===== config.mk =====
export PLATFORM = sky130hd
export DESIGN_NAME = cii_text_scanout
export DESIGN_NICKNAME = d
export VERILOG_FILES = /design/src/rtl/cii_text_scanout.sv
export SDC_FILE = /design/constraint.sdc
export NUM_CORES = 1
export LEC_CHECK = 0
export ABC_AREA = 1
export ABC_CLOCK_PERIOD_IN_PS = 2680
export BUFFER_PORTS_ARGS = -buffer_cell sky130_fd_sc_hd__buf_2
export CORE_ASPECT_RATIO = 2
export CORE_MARGIN = 10
export CORE_UTILIZATION = 30
export CTS_BUF_LIST = sky130_fd_sc_hd__clkbuf_4
export DETAILED_ROUTE_END_ITERATION = 8
export PLACE_DENSITY_LB_ADDON = 0.05
export RECOVER_POWER = 50
export SLEW_MARGIN = 20
export SYNTH_ARGS = -nofsm -noshare
export SYNTH_HDL_FRONTEND = slang
export SYNTH_SLANG_ARGS = --single-unit

===== constraint.sdc =====
create_clock -name clk -period 2.68 [get_ports clk]
set_input_delay 0.268 -clock clk [delete_from_list [all_inputs] [get_ports clk]]
set_output_delay 0.268 -clock clk [all_outputs]
set_load 0.1 [all_outputs]

===== src/rtl/cii_text_scanout.sv =====
// cii_text_scanout: read side of the text character table. Walks the visible
// raster in 9x16 cells, fetches ASCII codes and glyph rows, and emits one RGB
// pixel per pixel strobe with a fixed 5-cycle latency and a blinking cursor.
module cii_text_scanout #(
  parameter int          COLS         = 70,
  parameter int          ROWS         = 30,
  parameter int          BLINK_FRAMES = 30,
  parameter logic [23:0] FG_COLOR     = 24'hFFFFFF,
  parameter logic [23:0] BG_COLOR     = 24'h000000
) (
  input  logic        clk,
  input  logic        rstn,
  input  logic        frame_start,
  input  logic        line_end,
  input  logic        pix_vld,
  input  logic [6:0]  cur_x,
  input  logic [4:0]  cur_y,
  output logic [6:0]  char_x_rd,
  output logic [4:0]  char_y_rd,
  output logic        rd_vld,
  input  logic [7:0]  ascii_i,
  output logic [11:0] font_addr,
  input  logic [11:0] font_data,
  output logic [23:0] vga_data,
  output logic        vga_data_vld
);

  localparam int             BW         = (BLINK_FRAMES > 1) ? $clog2(BLINK_FRAMES) : 1;
  localparam logic [6:0]     COL_END    = 7'(COLS);
  localparam logic [4:0]     ROW_END    = 5'(ROWS);
  localparam logic [BW-1:0]  BLINK_LAST = BW'(BLINK_FRAMES - 1);

  // raster position and blink state
  logic [3:0]    px, py;
  logic [6:0]    col;
  logic [4:0]    row;
  logic [BW-1:0] blink_cnt;
  logic          blink_ph;

  // per-stage pixel attributes
  logic       v1, v2, v3, v4;
  logic [3:0] px1, px2, px3, px4;
  logic [3:0] py1, py2;
  logic       blank1, blank2;
  logic       zero3, zero4;
  logic       hit1, hit2, hit3, hit4;

  logic launch, blank0, hit0;

  // a pixel strobe coinciding with frame_start or line_end is dropped
  always_comb begin
    launch = pix_vld & ~frame_start & ~line_end;
    blank0 = (col == COL_END) || (row == ROW_END);
    hit0   = (col == cur_x) && (row == cur_y) && blink_ph &&
             (cur_x < COL_END) && (cur_y < ROW_END);
  end

  always_ff @(posedge clk or negedge rstn) begin
    if (!rstn) begin
      px        <= '0;
      col       <= '0;
      py        <= '0;
      row       <= '0;
      blink_cnt <= '0;
      blink_ph  <= 1'b0;
    end else if (frame_start) begin
      px  <= '0;
      col <= '0;
      py  <= '0;
      row <= '0;
      if (blink_cnt == BLINK_LAST) begin
        blink_cnt <= '0;
        blink_ph  <= ~blink_ph;
      end else begin
        blink_cnt <= blink_cnt + 1'b1;
      end
    end else if (line_end) begin
      px  <= '0;
      col <= '0;
      if (py == 4'd15) begin
        py <= '0;
        if (row != ROW_END) row <= row + 1'b1;
      end else begin
        py <= py + 1'b1;
      end
    end else if (pix_vld) begin
      if (px == 4'd8) begin
        px <= '0;
        if (col != COL_END) col <= col + 1'b1;
      end else begin
        px <= px + 1'b1;
      end
    end
  end

  // five-stage fetch pipeline: table read, ascii wait, font addr, font wait, pixel
  always_ff @(posedge clk or negedge rstn) begin
    if (!rstn) begin
      v1 <= 1'b0; v2 <= 1'b0; v3 <= 1'b0; v4 <= 1'b0;
      px1 <= '0; px2 <= '0; px3 <= '0; px4 <= '0;
      py1 <= '0; py2 <= '0;
      blank1 <= 1'b0; blank2 <= 1'b0;
      zero3 <= 1'b0; zero4 <= 1'b0;
      hit1 <= 1'b0; hit2 <= 1'b0; hit3 <= 1'b0; hit4 <= 1'b0;
      rd_vld       <= 1'b0;
      char_x_rd    <= '0;
      char_y_rd    <= '0;
      font_addr    <= '0;
      vga_data     <= '0;
      vga_data_vld <= 1'b0;
    end else begin
      v1     <= launch;
      rd_vld <= launch & ~blank0;
      if (launch) begin
        char_x_rd <= col;
        char_y_rd <= row;
        px1       <= px;
        py1       <= py;
        blank1    <= blank0;
        hit1      <= hit0;
      end

      v2 <= v1;
      if (v1) begin
        px2    <= px1;
        py2    <= py1;
        blank2 <= blank1;
        hit2   <= hit1;
      end

      v3 <= v2;
      if (v2) begin
        font_addr <= {ascii_i, py2};
        zero3     <= blank2 | (ascii_i == 8'h00);
        px3       <= px2;
        hit3      <= hit2;
      end

      v4 <= v3;
      if (v3) begin
        zero4 <= zero3;
        px4   <= px3;
        hit4  <= hit3;
      end

      vga_data_vld <= v4;
      if (v4) begin
        vga_data <= ((~zero4 & font_data[px4]) ^ hit4) ? FG_COLOR : BG_COLOR;
      end
    end
  end

endmodule

=== After elaboration in Yosys (flattened, before gate mapping) ===
Index checks and enable logic that the tools add are counted.

* Bitwise logic cells: 11
* Add/subtract/negate cells: 5
* Eq/ne operators: 9
* Magnitude comparators: 3
* Reduce and logical (&&, ||, !) cells: 15
* Muxes and demuxes: 20

{| class="wikitable"
|+ Operators with widths
! cell !! count
|-
| two-way mux 7 bit || 5
|-
| two-way mux 4 bit || 7
|-
| two-way mux 5 bit || 5
|-
| two-way mux 24 bit || 1
|-
| adder 5 x 1 -> 5 bit (second input constant) || 2
|-
| equality test 5 bit (second input constant) || 2
|-
| nonzero test 3 bit || 3
|-
| adder 4 x 1 -> 4 bit (second input constant) || 2
|-
| equality test 4 bit (second input constant) || 2
|-
| zero test 8 bit || 1
|-
| adder 7 x 1 -> 7 bit (second input constant) || 1
|-
| equality test 7 bit || 1
|-
| equality test 7 bit (second input constant) || 1
|-
| < comparator 7 bit (second input constant) || 1
|-
| != test 7 bit (second input constant) || 1
|-
| AND reduction 3 bit || 2
|-
| nonzero test 2 bit || 3
|-
| equality test 5 bit || 1
|-
| < comparator 4 x 5 -> 1 bit (second input constant) || 1
|-
| < comparator 5 bit (second input constant) || 1
|-
| != test 5 bit (second input constant) || 1
|-
| NOT 1 bit || 5
|-
| AND 1 bit || 4
|-
| binary-select mux 1 bit (select 4 bit) || 1
|-
| 6 further kinds || 9
|}

* Output and inout bits: 50
* Register bits: 112
* Word-level logic and storage cells: 93

=== Longest topological paths before layout ===
Gate-level depths: netlist (run 1).

* Depth after elaboration: 6
* Gate-level depth with buffers: 11
* Gate-level depth less buffers: 11

=== Worst setup path after synthesis (run 1) ===
Ideal clock, no wire load.

* Path type: reg-to-output
* Start point: register, netlist name vga_data[22]
* End point: output port vga_data[10]
* Required time: 2.412 ns
* Path slack: 0.707 ns
* Buffers on the path: 1
* Data arrival time: 1.705 ns
* Cell stages (with the launch flop): 2
* Cells stage by stage: dfrtp_1 > buf_4

{| class="wikitable"
|+ RTL lines
! item !! line !! source
|-
| end: declaration || 24 || <nowiki>output logic [23:0] vga_data,</nowiki>
|}

=== Worst setup path after layout (run 1) ===
* Start point: input port frame_start
* End point: register px[0]

* Longest elaborated chain between the ends: 1

{| class="wikitable"
|+ Ends and longest elaborated chain
! item !! line !! source
|-
| start: declaration || 13 || <nowiki>input logic frame_start,</nowiki>
|-
| nonzero test 3 bit (no source line) or two-way mux 4 bit (tied branches) || -- ||
|-
| end signal: assignment || 91 || <nowiki>px <= px + 1'b1;</nowiki>
|-
| end: declaration || 34 || <nowiki>logic [3:0] px, py;</nowiki>
|}

Several ways; a longest one is shown, not always the timed one.
A chain may end at the register's enable or synchronous reset.

==> results of run 1 <==
[through the flow]
stage	cells	setup WS (ps)	hold WS, ps
floorplan	478	706.9	-27.59
global placement	716	978.2	355.6
detailed placement	716	877.9	356.6
CTS	736	685.5	6.318
global route	737	393.1	26.18
finish	737	753.4	33.52
[flip-flops by register name, summed over array words and instances (netlist names), 4 cells and up]
signal / cells
blink_cnt: 5
char_x_rd: 7
char_y_rd: 5
col: 7
font_addr: 12
px: 4
px1: 4
px2: 4
px3: 4
px4: 4
py: 4
py1: 4
py2: 4
row: 5
[worst max path at each step]
stage	to	slack, ps	depth (start not counted)
finish	px[0]	750	8
CTS	vga_data[6]	690	1
floorplan	vga_data[10]	710	1
global route	px[0]	390	8
detailed placement	font_addr[2]	880	2
global placement	px3[2]	980	2
[routing by layer]
metal | vias up | routed length, um | GRT usage [%]
li1 | 1647 | - | -
met1 | 1471 | 3851 | 10.97
met2 | 67 | 5503 | 19.50
met3 | 9 | 514 | 2.070
met4 | 0 | 198 | 4.682
met5 | - | 0 | 0
[worst max-delay path, stage by stage]
cell and delay, ps:
clkbuf_1 460, inv_8 100, nand2_8 110, nor2_1 100, inv_1 840, nor2_1 130, o21ai_0 130, o21ai_0 100
[cell usage after synthesis]
cell / number / area [um^2]
nand2_1: 122 / 457.9
dfrtp_1: 89 / 2227
o21ai_0: 65 / 325.3
inv_1: 53 / 198.9
nor2_1: 24 / 90.09
buf_4: 23 / 172.7
nand3_1: 22 / 110.1
a21oi_1: 11 / 55.05
nor3_1: 11 / 55.05
ha_1: 9 / 112.6
nand4_1: 7 / 43.79
clkbuf_1: 6 / 22.52
xnor2_1: 5 / 43.79
xor2_1: 5 / 43.79
buf_2: 3 / 15.01
o22ai_1: 3 / 18.77
buf_6: 2 / 22.52
nand2_4: 2 / 22.52
nor2_2: 2 / 12.51
nor4_1: 2 / 12.51
clkbuf_2: 1 / 5.000
clkinv_1: 1 / 3.750
inv_2: 1 / 3.750
inv_4: 1 / 6.260
inv_8: 1 / 11.26
mux2_2: 1 / 11.26
nand2_8: 1 / 20.02
nor2_4: 1 / 11.26
o21a_4: 1 / 15.01
o21ai_1: 1 / 5.000
o21ai_2: 1 / 8.760
o221ai_1: 1 / 8.760
[power by group through the flow]
| stage | Sequential (uW) | Clock [uW] | Combinational (uW) |
|---|---|---|---|
| 4_1_cts | 1630 | 786 | 1830 |
| 2_1_floorplan | 1970 | 0 | 1350 |
| 5_1_grt | 1660 | 830 | 1880 |
| 6_report | 1620 | 739 | 1800 |
| 3_3_place_gp | 1650 | 0 | 1810 |
| 3_5_place_dp | 1660 | 0 | 1820 |
[cells by family after synthesis]
kind of cell,share of synthesized area [%]
multiplexers,0.2698
buffers and inverters,11.06
flip-flops,53.37
XOR/XNOR,2.099
AND/OR/NAND/NOR,20.03
AO/OA/AOI/OAI,10.46
adder cells (fa/ha/maj),2.699
[final cells by class]
| cell class | count | area [um^2] | share of cell area, % |
|---|---|---|---|
| clock buffers | 9 | 67.56 | 1.411 |
| multi-input cells | 297 | 1476 | 30.83 |
| clock inverters | 6 | 60.06 | 1.254 |
| flip-flops and latches | 89 | 2227 | 46.50 |
| well taps | 186 | 232.7 | 4.859 |
| repair buffers | 92 | 499.2 | 10.42 |
| inverters | 57 | 224.0 | 4.676 |
| diodes | 1 | 2.502 | 0.05225 |
==> run_summary.xml, run 1 <==
<?xml version="1.0" encoding="UTF-8"?>
<metrics>
  <group name="drt">
    <metric name="route.detailed.vias_per_inst" unit="">4.334</metric>
    <metric name="postRouteWirelength" unit="um">10070</metric>
    <metric name="route.antenna.remaining_nets" unit="">0</metric>
    <metric name="drt_iter0_drc" unit="">83</metric>
    <metric name="number_of_vias_after_detailed_routing" unit="">3194</metric>
    <metric name="wire_length_per_cell_after_detailed_routing" unit="um">13.66</metric>
    <metric name="drc" unit="">0</metric>
    <metric name="first_pass_iters" unit="">4</metric>
  </group>
  <group name="grt">
    <metric name="grt_max_degree" unit="">51</metric>
    <metric name="grt_pass1_vias" unit="">3217</metric>
    <metric name="grt.overflow.total" unit="">0</metric>
    <metric name="antenna_found_initial" unit="">1</metric>
    <metric name="global_route.usage.total" unit="%">10.62</metric>
    <metric name="grt_pass1_wl" unit="um">16010</metric>
  </group>
  <group name="synth">
    <metric name="synthCells" unit="">478</metric>
    <metric name="syn_nets" unit="">524</metric>
    <metric name="syn_avg_cell_area" unit="um^2">8.730</metric>
    <metric name="synth.lib_cells_used.distinct" unit="">32</metric>
    <metric name="synth.yosys.seq_area_share" unit="%">53.37</metric>
    <metric name="synth-seq-cells" unit="">89</metric>
    <metric name="synth_area" unit="mm^2">0.004173</metric>
    <metric name="yosysWarnings" unit="">0</metric>
  </group>
  <group name="floorplanning">
    <metric name="die-height" unit="um">186.8</metric>
    <metric name="design.die.area" unit="mm^2">0.01931</metric>
    <metric name="rows" unit="">60</metric>
    <metric name="io_pins" unit="">87</metric>
    <metric name="area_of_the_core" unit="mm^2">0.01359</metric>
    <metric name="die-width" unit="um">103.4</metric>
    <metric name="floorplan.initialDensity" unit="%">30.71</metric>
  </group>
  <group name="power_and_ir_drop">
    <metric name="p_total" unit="uW">4164</metric>
    <metric name="share_comb_of_total_power" unit="%">43.2</metric>
    <metric name="power.density" unit="mW/mm^2">869.3</metric>
    <metric name="clockPowerShare" unit="%">17.7</metric>
    <metric name="worst_ir_drop_vdd" unit="uV">252.2</metric>
    <metric name="seq_power_share" unit="%">39.0</metric>
    <metric name="power_report.internal_total" unit="uW">2028</metric>
    <metric name="power.share.switching" unit="%">51.30</metric>
    <metric name="power_leakage" unit="uW">0.002367</metric>
    <metric name="total_switching_power" unit="uW">2136</metric>
  </group>
  <group name="hold_path">
    <metric name="min_from" unit="">ascii_i[7]</metric>
    <metric name="hold_class" unit="">in -&gt; reg</metric>
    <metric name="hold-path-cell-count" unit="">3</metric>
    <metric name="hold_path_end" unit="">font_addr[11]</metric>
  </group>
  <group name="place">
    <metric name="detailed_place_hpwl" unit="um">7783</metric>
    <metric name="placement.io_buffers" unit="">86</metric>
    <metric name="post_dp_cell_area" unit="mm^2">0.004621</metric>
    <metric name="gp_routability_congestion" unit="">0.8066</metric>
  </group>
  <group name="timing">
    <metric name="hold_viol" unit="">0</metric>
    <metric name="worst_slew_margin_rel" unit="%">13.11</metric>
    <metric name="final.period_utilization" unit="%">71.89</metric>
    <metric name="maxClockFrequency" unit="MHz">519.0</metric>
    <metric name="minimum_clock_period" unit="ps">1927</metric>
    <metric name="fin_max_slew_vios" unit="">0</metric>
    <metric name="timing.final.setup_violations" unit="">0</metric>
    <metric name="setup_repair_after_global_routing_missed_its_margin" unit="">no</metric>
    <metric name="setup_tns" unit="ps">0</metric>
    <metric name="worst-slew-pin-transition" unit="ps">1303</metric>
    <metric name="fin_worst_skew" unit="ps">15.81</metric>
  </group>
  <group name="clock_network">
    <metric name="cts_resized" unit="">0</metric>
    <metric name="cts-root-buf" unit="">clkbuf_4</metric>
    <metric name="cts_max_path_buffers" unit="">2</metric>
    <metric name="clkLatencyLatePin" unit="ps">440</metric>
    <metric name="worst_setup_hold_path_clk_slew" unit="ps">140</metric>
    <metric name="cts_hold_buf" unit="">5</metric>
    <metric name="cts_tree" unit="">yes</metric>
    <metric name="tritoncts.num_buffers" unit="">9</metric>
    <metric name="htree_num_levels" unit="">3</metric>
    <metric name="postCtsSetupBuffers" unit="">0</metric>
    <metric name="cts.sink_count" unit="">89</metric>
  </group>
  <group name="worst_setup_path">
    <metric name="regToRegStartpoint" unit="">v2</metric>
    <metric name="worstReg2RegEnd" unit="">font_addr[2]</metric>
    <metric name="crit_path_start_kind" unit="">input port</metric>
    <metric name="cp_max_fo" unit="">41</metric>
    <metric name="crit_type" unit="">in -&gt; reg</metric>
    <metric name="worstSetupEndpointType" unit="">register</metric>
    <metric name="worstPathRequired" unit="ps">3010</metric>
    <metric name="setup.worst_path.start" unit="">frame_start</metric>
    <metric name="reg2reg_setup_slack" unit="ps">920</metric>
    <metric name="worst_ep_arrival_time" unit="ps">2260</metric>
    <metric name="r2r_worst_path_depth" unit="">2</metric>
  </group>
  <group name="outcome">
    <metric name="outcome" unit="">completed</metric>
  </group>
  <group name="cells_and_area">
    <metric name="final.fill_count" unit="">1428</metric>
    <metric name="area_growth" unit="%">14.78</metric>
    <metric name="utilization" unit="%">35.25</metric>
    <metric name="design.final.nets" unit="">592</metric>
    <metric name="fin_area" unit="mm^2">0.004790</metric>
    <metric name="layout-drive-gt1-share" unit="%">20.00</metric>
    <metric name="mostFrequentLayoutCells" unit="">nand2_1, dfrtp_1, buf_2, o21ai_0, inv_1</metric>
    <metric name="final_common_cell" unit="">nand2_1</metric>
  </group>
  <group name="run">
    <metric name="drv.max_cap_violation_count" unit="">0</metric>
  </group>
</metrics>
Note: power is estimated with default switching activity, not from simulation.
==> inputs of run 2 (changes only) <==
--- a/config.mk
+++ b/config.mk
@@ -5,8 +5,8 @@
 export SDC_FILE = /design/constraint.sdc
 export NUM_CORES = 1
 export LEC_CHECK = 0
-export ABC_AREA = 1
-export ABC_CLOCK_PERIOD_IN_PS = 2680
+export ABC_AREA = 0
+export ABC_CLOCK_PERIOD_IN_PS = 1800
 export BUFFER_PORTS_ARGS = -buffer_cell sky130_fd_sc_hd__buf_2
 export CORE_ASPECT_RATIO = 2
 export CORE_MARGIN = 10
==> constraint.sdc (replaced) <==
create_clock -name clk -period 1.8 [get_ports clk]
set_input_delay 0.18 -clock clk [delete_from_list [all_inputs] [get_ports clk]]
set_output_delay 0.18 -clock clk [all_outputs]
set_load 0.1 [all_outputs]
==> run 2 against run 1 <==
Cell count decreased by 21%. Highest routed layer unchanged. Global-route usage barely moved. Via count fell by 15%. Combinational power increased by 47%. Critical endpoint is now vga_data[19]. Cell area is 1.5% higher. Largest cell class unchanged. Register-to-register slack worse by 770 ps.
==> run_summary.xml, run 2 <==
<?xml version="1.0" encoding="UTF-8"?>
<metrics>
  <group name="synth">
    <metric name="synth.most_common_cell" unit="">dfrtp_1</metric>
    <metric name="compound_gate_fraction_of_synth_area" unit="%">4.320</metric>
    <metric name="yosys-top-cells-area" unit="">dfrtp_1, mux2_2, buf_4, xnor2_1, ha_1</metric>
    <metric name="synth.yosys.seq_area_share" unit="%">54.53</metric>
    <metric name="synth_area" unit="mm^2">0.004084</metric>
    <metric name="ys_top_cells_by_count" unit="">dfrtp_1, mux2_2, buf_4, nor2_1, nand2_1</metric>
    <metric name="syn_avg_cell_area" unit="um^2">12.41</metric>
    <metric name="yosys_most_used_dff" unit="">dfrtp_1</metric>
    <metric name="yosysTopAreaCellShare" unit="%">54.53</metric>
    <metric name="simple_gate_fraction_of_synth_area" unit="%">9.589</metric>
    <metric name="netlist.top_cell.by_area" unit="">dfrtp_1</metric>
    <metric name="synthCells" unit="">329</metric>
    <metric name="yosysWarnings" unit="">0</metric>
    <metric name="arithmetic_cell_share_of_the_synthesized_area_counting_full_adders_half_adders_and_majority_gates" unit="%">2.757</metric>
    <metric name="synth.lib_cells_used.distinct" unit="">38</metric>
    <metric name="synth_enable_flop_cells" unit="">0</metric>
    <metric name="syn_nets" unit="">375</metric>
    <metric name="synth_top_family_by_area" unit="">multiplexers</metric>
    <metric name="synth-xor-area-share" unit="%">5.147</metric>
    <metric name="synth-seq-cells" unit="">89</metric>
    <metric name="muxShareOfSynthArea" unit="%">17.52</metric>
    <metric name="async_flop_share" unit="%">100.0</metric>
  </group>
  <group name="cells_and_area">
    <metric name="layout-drive-gt1-share" unit="%">41.65</metric>
    <metric name="reg.largest.list" unit="">font_addr: 12 flops, char_x_rd: 7 flops, col: 7 flops</metric>
    <metric name="largest_reg_flops" unit="">12</metric>
    <metric name="area_growth" unit="%">19.03</metric>
    <metric name="fin_area" unit="mm^2">0.004861</metric>
    <metric name="utilization" unit="%">36.17</metric>
    <metric name="largest_register" unit="">font_addr</metric>
    <metric name="final_common_cell" unit="">dfrtp_1</metric>
    <metric name="post_layout_nonfiller_instances" unit="">581</metric>
    <metric name="design.final.nets" unit="">466</metric>
    <metric name="mostFrequentLayoutCells" unit="">dfrtp_1, buf_2, mux2_2, nor2_1, nand2_1</metric>
  </group>
  <group name="worst_setup_path">
    <metric name="reg2reg_setup_slack" unit="ps">150</metric>
    <metric name="cp_slowest_stage_delay" unit="ps">560</metric>
    <metric name="worst_ep_arrival_time" unit="ps">1500</metric>
    <metric name="critical_path_buf_inv_count" unit="">1</metric>
    <metric name="cp_max_fo" unit="">25</metric>
    <metric name="r2r_worst_path_depth" unit="">7</metric>
    <metric name="crit_path_start_kind" unit="">register</metric>
    <metric name="family_with_the_most_delay_on_the_worst_path" unit="">flip-flops</metric>
    <metric name="crit_type" unit="">reg -&gt; out</metric>
    <metric name="critical_path.cell_chain" unit="">buf_2</metric>
    <metric name="slowest_stage" unit="">dfrtp_2</metric>
    <metric name="regToRegStartpoint" unit="">px[1]</metric>
    <metric name="worstReg2RegEnd" unit="">col[5]</metric>
    <metric name="worstPathRequired" unit="ps">1620</metric>
    <metric name="worstSetupEndpointType" unit="">output port</metric>
  </group>
  <group name="run">
    <metric name="drv.max_cap_violation_count" unit="">0</metric>
  </group>
  <group name="place">
    <metric name="post_dp_cell_area" unit="mm^2">0.004661</metric>
    <metric name="detailed_place_hpwl" unit="um">7257</metric>
    <metric name="placement.io_buffers" unit="">86</metric>
    <metric name="pre_cts_worst_setup_slack" unit="ps">86.26</metric>
    <metric name="place_inst" unit="">554</metric>
    <metric name="gp_routability_congestion" unit="">0.7491</metric>
  </group>
  <group name="grt">
    <metric name="grt_pass1_vias" unit="">2947</metric>
    <metric name="global_route.usage.total" unit="%">10.61</metric>
    <metric name="grt_pass1_wl" unit="um">15660</metric>
    <metric name="grt.overflow.total" unit="">0</metric>
    <metric name="antenna_found_initial" unit="">1</metric>
    <metric name="grt_max_degree" unit="">31</metric>
  </group>
  <group name="hold_path">
    <metric name="hold_path_end" unit="">px[1]</metric>
    <metric name="hold-path-cell-count" unit="">3</metric>
    <metric name="min_from" unit="">pix_vld</metric>
    <metric name="hold_class" unit="">in -&gt; reg</metric>
  </group>
  <group name="drt">
    <metric name="postRouteWirelength" unit="um">9574</metric>
    <metric name="routedLengthMet1" unit="um">3517</metric>
    <metric name="route.antenna.remaining_nets" unit="">0</metric>
    <metric name="drt_iter0_drc" unit="">46</metric>
    <metric name="route.detailed.vias_per_inst" unit="">4.666</metric>
    <metric name="number_of_vias_after_detailed_routing" unit="">2711</metric>
    <metric name="route.met2.wl" unit="um">5381</metric>
    <metric name="top_layer" unit="">met4</metric>
    <metric name="met3RoutedLength" unit="um">519</metric>
    <metric name="first_pass_iters" unit="">4</metric>
    <metric name="wire_length_per_cell_after_detailed_routing" unit="um">16.48</metric>
    <metric name="drc" unit="">0</metric>
  </group>
  <group name="floorplanning">
    <metric name="rows" unit="">60</metric>
    <metric name="design.die.area" unit="mm^2">0.01896</metric>
    <metric name="die-width" unit="um">102.5</metric>
    <metric name="area_of_the_core" unit="mm^2">0.01344</metric>
    <metric name="die-height" unit="um">185</metric>
    <metric name="io_pins" unit="">87</metric>
    <metric name="floorplan.initialDensity" unit="%">30.39</metric>
  </group>
  <group name="clock_network">
    <metric name="worst_setup_hold_path_clk_slew" unit="ps">160</metric>
    <metric name="cts_max_path_buffers" unit="">2</metric>
    <metric name="clkLatencyLatePin" unit="ps">460</metric>
    <metric name="cts-root-buf" unit="">clkbuf_4</metric>
    <metric name="cts.sink_count" unit="">89</metric>
    <metric name="cts_tree" unit="">yes</metric>
    <metric name="tritoncts.num_buffers" unit="">9</metric>
    <metric name="htree_num_levels" unit="">3</metric>
  </group>
  <group name="power_and_ir_drop">
    <metric name="power.density" unit="mW/mm^2">1255</metric>
    <metric name="worst_ir_drop_vdd" unit="uV">826.9</metric>
    <metric name="p_total" unit="uW">6098</metric>
    <metric name="power_leakage" unit="uW">0.002350</metric>
  </group>
  <group name="timing">
    <metric name="fin_worst_skew" unit="ps">24.89</metric>
    <metric name="worst-slew-pin-transition" unit="ps">750.1</metric>
    <metric name="fin_max_slew_vios" unit="">0</metric>
    <metric name="timing.final.setup_violations" unit="">0</metric>
    <metric name="setup_ws" unit="ps">117.7</metric>
    <metric name="minimum_clock_period" unit="ps">1682</metric>
    <metric name="hold_viol" unit="">0</metric>
    <metric name="worst_slew_margin_rel" unit="%">50.00</metric>
    <metric name="setup_repair_after_global_routing_missed_its_margin" unit="">yes</metric>
    <metric name="final.period_utilization" unit="%">93.46</metric>
    <metric name="maxClockFrequency" unit="MHz">594.4</metric>
  </group>
  <group name="outcome">
    <metric name="outcome" unit="">completed</metric>
  </group>
</metrics>
## run 2: stage by stage
step / TNS (ps) / hold WS, ps
2_1_floorplan: 0 / -115.6
3_3_place_gp: 0 / 157.6
3_5_place_dp: 0 / 153.9
4_1_cts: 0 / 27.56
5_1_grt: -409.7 / 71.32
6_report: 0 / 67.66
## run 2: cell type report
type	instances	area, um^2
clock buffers	9	67.56
fillers	1349	8577
repair buffers	113	660.6
diodes	1	2.502
inverters	9	33.78
multi-input cells	198	1614
well taps	155	193.9
flip-flops and latches	89	2228
clock inverters	7	60.06
## run 2: cell families after synthesis
kind of cell	after synthesis
buf+inv	42
flops	89
xor+xnor	24
compound gates	30
simple gates	75
mux	60
fa+ha+maj	9
## run 2: worst max-delay path by stage
stage,from,to,slack [ps],depth (start not counted)
2_1_floorplan,px[0],col[5],210,7
3_3_place_gp,px[1],col[5],110,7
3_5_place_dp,px[1],col[5],90,7
4_1_cts,vga_data[22],vga_data[3],60,1
5_1_grt,vga_data[22],vga_data[10],-20,1
6_report,vga_data[22],vga_data[19],120,1
## run 2: power by group
group | leakage, uW | switching (uW) | internal, uW
clock | 0.0000615 | 772 | 308
combinational | 0.00110 | 2220 | 432
sequential | 0.00119 | 178 | 2190
total | 0.00235 | 3170 | 2930
## run 2: worst reg2reg max path, stage by stage, from the launching register on
cell      delay [ps]
dfrtp_1          450
inv_1             90
ha_1             180
nand4b_1         150
a31oi_4          280
and4_1           250
xnor2_1          110
nor2_1            50
## run 2: timing repair
item	in CTS	in global routing
setup buffers	0	1
setup endpoints to repair	0	30
endpoints found under the hold margin	80	0
hold buffers	9	0
resized for setup	0	3
## run 2: per-layer routing
metal	track usage [%]	vias to the layer above
met5	0	-
met4	4.427	0
met3	2.688	7
met2	19.57	70
met1	10.79	1326
li1	-	1308
==> inputs of run 3 (changes only) <==
--- a/config.mk
+++ b/config.mk
@@ -13,6 +13,7 @@
 export CORE_UTILIZATION = 30
 export CTS_BUF_LIST = sky130_fd_sc_hd__clkbuf_4
 export DETAILED_ROUTE_END_ITERATION = 8
+export MAX_ROUTING_LAYER = met4
 export PLACE_DENSITY_LB_ADDON = 0.05
 export RECOVER_POWER = 50
 export SLEW_MARGIN = 20
==> run 3 against run 2 <==
Clock-buffer cell count unchanged. Cell area unchanged. Hold slack improved by 0.90 ps. Largest power group unchanged. Highest routed layer unchanged.
==> run_summary.xml, run 3 (synthesis results as in run 2) <==
<?xml version="1.0" encoding="UTF-8"?>
<metrics>
  <group name="hold_path">
    <metric name="hold_class" unit="">in -&gt; reg</metric>
    <metric name="min_from" unit="">pix_vld</metric>
  </group>
  <group name="cells_and_area">
    <metric name="post_layout_nonfiller_instances" unit="">581</metric>
    <metric name="layout-drive-gt1-share" unit="%">41.65</metric>
    <metric name="reg.largest.list" unit="">font_addr: 12 flops, char_x_rd: 7 flops, col: 7 flops</metric>
    <metric name="area_growth" unit="%">19.03</metric>
    <metric name="largest_register" unit="">font_addr</metric>
    <metric name="fin_area" unit="mm^2">0.004861</metric>
    <metric name="design.final.nets" unit="">466</metric>
    <metric name="mostFrequentLayoutCells" unit="">dfrtp_1, buf_2, mux2_2, nor2_1, nand2_1</metric>
    <metric name="area_of_all_sequential_standard_cells" unit="mm^2">0.002228</metric>
    <metric name="utilization" unit="%">36.17</metric>
    <metric name="largest_reg_flops" unit="">12</metric>
    <metric name="final_common_cell" unit="">dfrtp_1</metric>
    <metric name="final.fill_count" unit="">1349</metric>
    <metric name="multi_input_area" unit="mm^2">0.001614</metric>
  </group>
  <group name="clock_network">
    <metric name="cts-root-buf" unit="">clkbuf_4</metric>
    <metric name="cts_tree" unit="">yes</metric>
    <metric name="cts.sink_count" unit="">89</metric>
    <metric name="tritoncts.num_buffers" unit="">9</metric>
    <metric name="clkLatencyLatePin" unit="ps">450</metric>
    <metric name="worst_setup_hold_path_clk_slew" unit="ps">160</metric>
    <metric name="htree_num_levels" unit="">3</metric>
    <metric name="cts_max_path_buffers" unit="">2</metric>
  </group>
  <group name="grt">
    <metric name="grt.overflow.total" unit="">0</metric>
    <metric name="layer_carrying_the_most_global_route_usage" unit="">met2</metric>
    <metric name="global_route.usage.total" unit="%">10.89</metric>
    <metric name="grt_pass1_wl" unit="um">15660</metric>
    <metric name="grt.met3_usage" unit="%">2.501</metric>
    <metric name="antenna_found_initial" unit="">1</metric>
    <metric name="grt_pass1_vias" unit="">2948</metric>
    <metric name="global_route.usage.met2" unit="%">19.57</metric>
    <metric name="grtUsageMet1" unit="%">10.91</metric>
    <metric name="grt_max_degree" unit="">31</metric>
  </group>
  <group name="worst_setup_path">
    <metric name="worst_ep_arrival_time" unit="ps">1500</metric>
    <metric name="crit_path_start_kind" unit="">register</metric>
    <metric name="reg2reg_setup_slack" unit="ps">140</metric>
    <metric name="worstPathRequired" unit="ps">1620</metric>
    <metric name="cp_max_fo" unit="">25</metric>
    <metric name="worstSetupEndpointType" unit="">output port</metric>
    <metric name="critical_path_buf_inv_count" unit="">1</metric>
    <metric name="slowest_stage" unit="">dfrtp_2</metric>
    <metric name="crit_type" unit="">reg -&gt; out</metric>
    <metric name="critical_path.cell_chain" unit="">buf_2</metric>
    <metric name="regToRegStartpoint" unit="">px4[1]</metric>
    <metric name="setup.worst_path.start" unit="">vga_data[22]</metric>
    <metric name="family_with_the_most_delay_on_the_worst_path" unit="">flip-flops</metric>
    <metric name="cp_slowest_stage_delay" unit="ps">560</metric>
  </group>
  <group name="timing">
    <metric name="timing.final.setup_violations" unit="">0</metric>
    <metric name="setup_repair_after_global_routing_missed_its_margin" unit="">yes</metric>
    <metric name="worst-slew-pin-transition" unit="ps">749.7</metric>
    <metric name="finalHoldWorstSlack" unit="ps">68.56</metric>
    <metric name="hold_viol" unit="">0</metric>
    <metric name="maxClockFrequency" unit="MHz">594.8</metric>
    <metric name="fin_max_slew_vios" unit="">0</metric>
    <metric name="minimum_clock_period" unit="ps">1681</metric>
    <metric name="fin_worst_skew" unit="ps">25.95</metric>
    <metric name="worst_slew_margin_rel" unit="%">50.02</metric>
    <metric name="final.period_utilization" unit="%">93.41</metric>
  </group>
  <group name="power_and_ir_drop">
    <metric name="power_leakage" unit="uW">0.002350</metric>
    <metric name="worst_ir_drop_vdd" unit="uV">826.9</metric>
    <metric name="power.share.switching" unit="%">51.91</metric>
    <metric name="power_report.internal_total" unit="uW">2933</metric>
    <metric name="power.density" unit="mW/mm^2">1255</metric>
    <metric name="total_switching_power" unit="uW">3165</metric>
    <metric name="seq_power_share" unit="%">38.9</metric>
    <metric name="share_comb_of_total_power" unit="%">43.4</metric>
    <metric name="clockPowerShare" unit="%">17.7</metric>
    <metric name="p_total" unit="uW">6098</metric>
  </group>
  <group name="floorplanning">
    <metric name="die-width" unit="um">102.5</metric>
    <metric name="floorplan.initialDensity" unit="%">30.39</metric>
    <metric name="design.die.area" unit="mm^2">0.01896</metric>
    <metric name="rows" unit="">60</metric>
    <metric name="die-height" unit="um">185</metric>
    <metric name="area_of_the_core" unit="mm^2">0.01344</metric>
    <metric name="io_pins" unit="">87</metric>
  </group>
  <group name="run">
    <metric name="drv.max_cap_violation_count" unit="">0</metric>
  </group>
  <group name="place">
    <metric name="gp_routability_congestion" unit="">0.7559</metric>
    <metric name="place_inst" unit="">554</metric>
    <metric name="post_dp_cell_area" unit="mm^2">0.004661</metric>
    <metric name="detailed_place_hpwl" unit="um">7257</metric>
    <metric name="placement.io_buffers" unit="">86</metric>
  </group>
  <group name="drt">
    <metric name="route.detailed.vias_per_inst" unit="">4.657</metric>
    <metric name="first_pass_iters" unit="">4</metric>
    <metric name="drt_iter0_drc" unit="">48</metric>
    <metric name="postRouteWirelength" unit="um">9560</metric>
    <metric name="drc" unit="">0</metric>
    <metric name="wire_length_per_cell_after_detailed_routing" unit="um">16.45</metric>
    <metric name="route.antenna.remaining_nets" unit="">0</metric>
    <metric name="number_of_vias_after_detailed_routing" unit="">2706</metric>
  </group>
  <group name="outcome">
    <metric name="outcome" unit="">completed</metric>
  </group>
</metrics>
[run 3: cell counts in the layout (fill, tap and decap cells not counted)]
Identical to the previous run, type by type.
[run 3: stage by stage]
step	setup slack (ps)	setup TNS, ps
2_1_floorplan	212.0	0
3_3_place_gp	113.4	0
3_5_place_dp	86.26	0
4_1_cts	56.48	0
5_1_grt	-22.07	-410.6
6_report	118.7	0
[run 3: cell type report]
class	instances	area share [%]
timing repair buffer	113	13.59
tap	155	3.990
clock inverter	7	1.236
clock buffer	9	1.390
multi-input combinational	198	33.20
antenna	1	0.05148
inverter	9	0.6950
sequential	89	45.84
[run 3: per-layer routing]
layer	share of wire, %	vias up	wire [um]
li1	-	1312	-
met1	37	1319	3570
met2	56	68	5364
met3	4.9	7	471
met4	1.6	0	153
met5	0	-	0
[run 3: worst paths after layout]
path                                 to  cells past startpoint
max in group asynchronous        row[4]                      3
hold reg to reg            vga_data_vld                      0
min in group asynchronous  font_addr[8]                      2
hold / removal                    px[1]                      3
setup reg to reg           vga_data[22]                      5
setup / recovery           vga_data[19]                      1
[run 3: worst register-to-register path: cells and delay by family, from the launching register on]
family           cells  cell delay, ps
multiplexers         1             580
flip-flops           1             450
AND/OR/NAND/NOR      2             320
AO/OA/AOI/OAI        1             140
XOR/XNOR             1             130
[run 3: power by group through the flow]
stage,Combinational [uW],Sequential (uW),Clock [uW]
2_1_floorplan,2080,2800,0
3_3_place_gp,2670,2410,0
3_5_place_dp,2670,2420,0
4_1_cts,2690,2380,1160
5_1_grt,2740,2420,1230
6_report,2650,2370,1080
[run 3: what timing repair did]
action	in CTS	in global routing
hold buffers	9	0
gates resized for setup	0	3
setup endpoints to repair	0	30
buffers inserted	0	1
hold endpoints to repair	80	0
